**config.mk**
```make
export PLATFORM = sky130hd
export DESIGN_NAME = ram_stream_feeder
export DESIGN_NICKNAME = d
export VERILOG_FILES = /design/src/rtl/ram_stream_feeder.sv
export SDC_FILE = /design/constraint.sdc
export NUM_CORES = 1
export LEC_CHECK = 0
export ABC_CLOCK_PERIOD_IN_PS = 7700
export CAP_MARGIN = 15
export CORE_MARGIN = 2
export CORE_UTILIZATION = 55
export CTS_CLUSTER_DIAMETER = 30
export DETAILED_ROUTE_END_ITERATION = 7
export PLACE_DENSITY = 0.85
export SLEW_MARGIN = 30
export SYNTH_ARGS = -nofsm -noshare
export SYNTH_HDL_FRONTEND = slang
export SYNTH_SLANG_ARGS = --single-unit
```
**constraint.sdc**
```tcl
create_clock -name clk -period 7.7 [get_ports clk]
set_clock_uncertainty 0.15 [all_clocks]
set_input_delay 1.54 -clock clk [delete_from_list [all_inputs] [get_ports clk]]
set_output_delay 1.54 -clock clk [all_outputs]
set_load 0.05 [all_outputs]
```
**src/rtl/ram_stream_feeder.sv**
```systemverilog
// Streams one RAM-resident frame (header + len data words) to the control part.
// A two-slot store (output register + one skid entry) hides the RAM read latency and downstream hold.
module ram_stream_feeder #(
   parameter int DATA_W = 72,
   parameter int ADDR_W = 10,
   parameter int LEN_W  = 10
) (
   input  logic              clk,
   input  logic              reset,
   input  logic              start,
   input  logic [ADDR_W-1:0] base_addr,
   input  logic [LEN_W-1:0]  len,
   input  logic [2:0]        type_in,
   output logic              busy,
   output logic              done,
   output logic              ram_re,
   output logic [ADDR_W-1:0] ram_addr,
   input  logic [DATA_W-1:0] ram_rdata,
   output logic [DATA_W-1:0] data_out,
   output logic              en_out,
   output logic              set_out,
   output logic [2:0]        type_out,
   input  logic              hold
);

   localparam int CW = LEN_W + 1;

   typedef enum logic [1:0] {IDLE, RUN, DRAIN} state_t;

   state_t            state_reg, state_next;
   logic [ADDR_W-1:0] base_reg;
   logic [CW-1:0]     len_reg;
   logic [CW-1:0]     issue_cnt_reg, issue_cnt_next;
   logic [CW-1:0]     xfer_cnt_reg;
   logic              rd_pending_reg, rd_first_reg;
   logic              skid_valid_reg, skid_set_reg;
   logic [DATA_W-1:0] skid_data_reg;
   logic [DATA_W-1:0] data_reg;
   logic              en_reg, set_reg, done_reg;
   logic [2:0]        type_reg;

   logic              accept, xfer, out_free, last_xfer, issue;
   logic [1:0]        outstanding;
   logic [ADDR_W-1:0] issue_lo;

   generate
      if (CW >= ADDR_W) begin : g_addr_trunc
         assign issue_lo = issue_cnt_reg[ADDR_W-1:0];
      end else begin : g_addr_ext
         assign issue_lo = {{(ADDR_W-CW){1'b0}}, issue_cnt_reg};
      end
   endgenerate

   assign xfer      = en_reg & ~hold;
   assign out_free  = ~en_reg | ~hold;
   assign accept    = (state_reg == IDLE) && start && !done_reg;
   assign last_xfer = (state_reg != IDLE) && xfer && (xfer_cnt_reg == len_reg);
   // Words held or arriving after this edge; a word leaving this edge frees its slot.
   assign outstanding = 2'(en_reg) + 2'(skid_valid_reg) + 2'(rd_pending_reg) - 2'(xfer);

   always_ff @(posedge clk) begin
      if (!reset) state_reg <= IDLE;
      else        state_reg <= state_next;
   end

   always_comb begin
      state_next     = state_reg;
      issue_cnt_next = issue_cnt_reg;
      issue          = 1'b0;
      case (state_reg)
         IDLE: begin
            if (accept) begin
               state_next     = RUN;
               issue_cnt_next = '0;
            end
         end
         RUN: begin
            if (outstanding < 2'd2) begin
               issue          = 1'b1;
               issue_cnt_next = issue_cnt_reg + CW'(1);
               if (issue_cnt_reg == len_reg) state_next = DRAIN;
            end
         end
         DRAIN: ;
         default: state_next = IDLE;
      endcase
      if (last_xfer) state_next = IDLE;
   end

   always_ff @(posedge clk) begin
      if (!reset) begin
         base_reg       <= '0;
         len_reg        <= '0;
         issue_cnt_reg  <= '0;
         xfer_cnt_reg   <= '0;
         rd_pending_reg <= 1'b0;
         rd_first_reg   <= 1'b0;
         skid_valid_reg <= 1'b0;
         skid_set_reg   <= 1'b0;
         skid_data_reg  <= '0;
         data_reg       <= '0;
         en_reg         <= 1'b0;
         set_reg        <= 1'b0;
         type_reg       <= '0;
         done_reg       <= 1'b0;
      end else begin
         issue_cnt_reg  <= issue_cnt_next;
         done_reg       <= last_xfer;
         rd_pending_reg <= issue;
         rd_first_reg   <= issue && (issue_cnt_reg == '0);
         if (accept) begin
            base_reg     <= base_addr;
            len_reg      <= {1'b0, len};
            type_reg     <= type_in;
            xfer_cnt_reg <= '0;
         end else if (xfer) begin
            xfer_cnt_reg <= xfer_cnt_reg + CW'(1);
         end
         // Skid entry is always older than the word arriving from RAM.
         if (out_free) begin
            if (skid_valid_reg) begin
               data_reg       <= skid_data_reg;
               set_reg        <= skid_set_reg;
               en_reg         <= 1'b1;
               skid_valid_reg <= rd_pending_reg;
               skid_data_reg  <= ram_rdata;
               skid_set_reg   <= rd_first_reg;
            end else if (rd_pending_reg) begin
               data_reg <= ram_rdata;
               set_reg  <= rd_first_reg;
               en_reg   <= 1'b1;
            end else begin
               en_reg  <= 1'b0;
               set_reg <= 1'b0;
            end
         end else if (rd_pending_reg) begin
            skid_data_reg  <= ram_rdata;
            skid_set_reg   <= rd_first_reg;
            skid_valid_reg <= 1'b1;
         end
      end
   end

   assign busy     = (state_reg != IDLE);
   assign done     = done_reg;
   assign ram_re   = issue;
   assign ram_addr = issue ? (base_reg + issue_lo) : '0;
   assign data_out = data_reg;
   assign en_out   = en_reg;
   assign set_out  = set_reg;
   assign type_out = type_reg;

endmodule

```
==> impl_metrics.yaml <==
cts:
  cts_resized: 0
  clk_pin_slew_ns: 0.07
  clockBufferDepth: 2
  cts_num_sinks: 198
  numCtsBuffers: 17
  htreeDepth: 4
  cts_setup_buffers: 0
  cts_root_buffer: "clkbuf_16"
  insertion_delay_ns: 0.43
  hold_buffers: 0
  cts_tree: "yes"
critical_path:
  path_max_fanout: 11
  required_ns: 6.01
  endpoint_kind: "output port"
  crit_buf_inv: 4
  cp_data_arrival_time_ns: 4.95
  cp_slowest_cell: "clkdlybuf4s50_1"
  reg2regPathDepth: 10
  path_cells: "clkdlybuf4s50_1, nor2b_1, ha_1, inv_1, ha_1, a21oi_2, mux2i_4, inv_1, and2_1, clkdlybuf4s50_1"
  cpLargestDelayFamily: "buffers and inverters"
  cp.depth: 10
  worstSetupPathType: "input pin to output port"
  max_stage_delay_ns: 0.69
  critical_path.startpoint_type: "input pin"
sta:
  setup_viol: 0
  period_share_pct: 86.25
  worst_slew_pin_slew_ns: 0.9437
  maxSlewHeadroom_pct: 37.08
  period_minus_slack_ns: 6.641
  clock.fmax_mhz: 150.6
  setup_tns_ns: 0
  finalMaxSlewViolations: 0
  hold_viol: 0
  rsz0062_at_grt: "false"
final_layout:
  n_antenna_cell: 0
  stdcell_count: 1355
  final_common_cell: "nand2_1"
  syn2layout_area_growth_pct: 29.24
  most-common-layout-cells: "nand2_1, dfxtp_1, clkdlybuf4s50_1"
  drive_above_1_share_pct: 5.092
  nets: 1240
placement:
  io_buffers: 188
  dp_hpwl_um: 13540
  place_inst: 1323
  gp_congestion: 0.8912
outcome:
  outcome: "finished, final reports clean"
die:
  die_h_um: 131.1
  die_width_um: 131.1
  core_area_um2: 15830
  start_util_pct: 56.12
  fp-row-count: 46
  die_area_um2: 17180
  ios: 189
grt:
  grt_max_degree: 99
  grt_pass1_vias: 6871
  grt_overflow: 0
  antenna_found_initial: 0
  grt_use_total_pct: 24.42
  grt_pass1_wl_um: 33320
logic_synthesis:
  yosys.area_share.simple_pct: 17.12
  synthXorXnorAreaFrac_pct: 4.437
  synth_edf_count: 0
  muxShareOfSynthArea_pct: 8.593
  synth_compound_area_share_pct: 19.26
  ys_seq_area_share_pct: 44.63
  yosysWarningCount: 0
  synth_flop_cell: "dfxtp_1"
  synth_top_family_by_area: "compound AO/OA/AOI/OAI gates"
  synth_seq_cells: 198
  yosys.cell_types.count: 50
  syn_area_um2: 8882
  async_flop_share_pct: 0
  netlist_instances: 977
  synthesis.nets: 1091
  synth_adder_area_share_pct: 2.197
  synth.avg_cell_area_um2: 9.091
route:
  drc_errors: 0
  avgViaCountPerCell: 5.391
  dr.first_iter.drc_count: 451
  vias: 7305
  wl_per_cell_um: 15.54
  detail-route-antenna-nets: 0
  drt_pre_antenna_iters: 7
  routed_wl_um: 21050
worst_hold_path:
  hold_class: "flip-flop to flip-flop"
  worst_hold_path.num_cells: 2
power:
  finalPower_uw: 2520
  peakVddDrop_uv: 152.6
  leakage_uw: 0.004707
  p_per_area_nw_per_um2: 219.5
flow_run:
  drv_cap: 0
## logic make-up after synthesis
kind of cell / after synthesis
adder cells (fa/ha/maj): 15
AO/OA/AOI/OAI: 201
XOR/XNOR: 45
buffers and inverters: 79
flip-flops: 198
AND/OR/NAND/NOR: 364
multiplexers: 75
## synth_stat cells (all sizes together), types with 2 or more instances
cell,count,area [µm²]
nor4,5,31.28
nand3,11,55.05
clkbuf,41,153.9
o211ai,3,22.52
nand4,8,50.05
buf,26,136.4
nor2,30,117.6
nor3,8,40.04
mux2i,75,763.2
and2,5,31.28
a21oi,8,43.79
ha,14,175.2
o211a,73,730.7
nand2,277,1040
o21ai,5,25.02
a21boi,98,735.7
nor2b,3,18.77
or3b,2,20.02
inv,12,45.04
dfxtp,198,3964
nor3b,2,15.01
o21a,4,30.03
a2111oi,3,63.81
xor2,23,201.4
and4,2,17.52
xnor2,22,192.7
a211oi,2,20.02
or3,3,18.77
## worst register-to-register path: stages (launching register included)
cell and delay [ns]:
dfxtp_1 0.47, nor2b_1 0.50, ha_1 0.34, inv_1 0.06, ha_1 0.23, a21oi_2 0.24, mux2i_4 0.44, buf_4 0.26
nor3_1 0.10, xnor2_1 0.20, nor2_1 0.07
## report_power, final
group	total, µW	internal, µW	switching, µW
Combinational	472	188	284
Clock	933	536	397
Sequential	1110	1080	38.1
Total	2520	1800	719
## per-stage QoR
step | utilization (%) | hold slack (ns) | area (µm²) | setup slack [ns]
after floorplan | - | 0.2906 | 8882 | 1.908
after global placement | 68.57 | 0.2977 | 10850 | 1.105
after detailed placement | 68.57 | 0.3058 | 10850 | 1.079
after CTS | 72.51 | 0.3157 | 11480 | 1.058
after global routing | 72.53 | 0.3334 | 11480 | 0.8575
final | 72.53 | 0.3123 | 11480 | 1.059
## metal layers
metal	track usage, %	up-vias	part of all wire, %
met1	31.20	3440	45
met5	0	-	0
met3	4.870	37	5.2
li1	-	3638	-
met2	40.81	190	47
met4	9.574	0	2.5
## final timing paths
kind / start / slack [ns] / to
worst max register to register: en_out / 4.51 / issue_cnt_reg[7]
worst min register to register: skid_data_reg[58] / 0.31 / skid_data_reg[58]
worst max-delay path: hold / 1.06 / ram_addr[0]
worst min-delay path: skid_data_reg[58] / 0.31 / skid_data_reg[58]
## cell type report
cell class / instances / area (µm²)
timing repair buffer: 197 / 1951
clock buffer: 20 / 456.7
clock inverter: 12 / 166.4
inverter: 12 / 45.04
multi-input combinational: 700 / 4623
tap: 216 / 270.3
sequential: 198 / 3968
fill: 1177 / 4348
(Power assumes the default switching activity.)
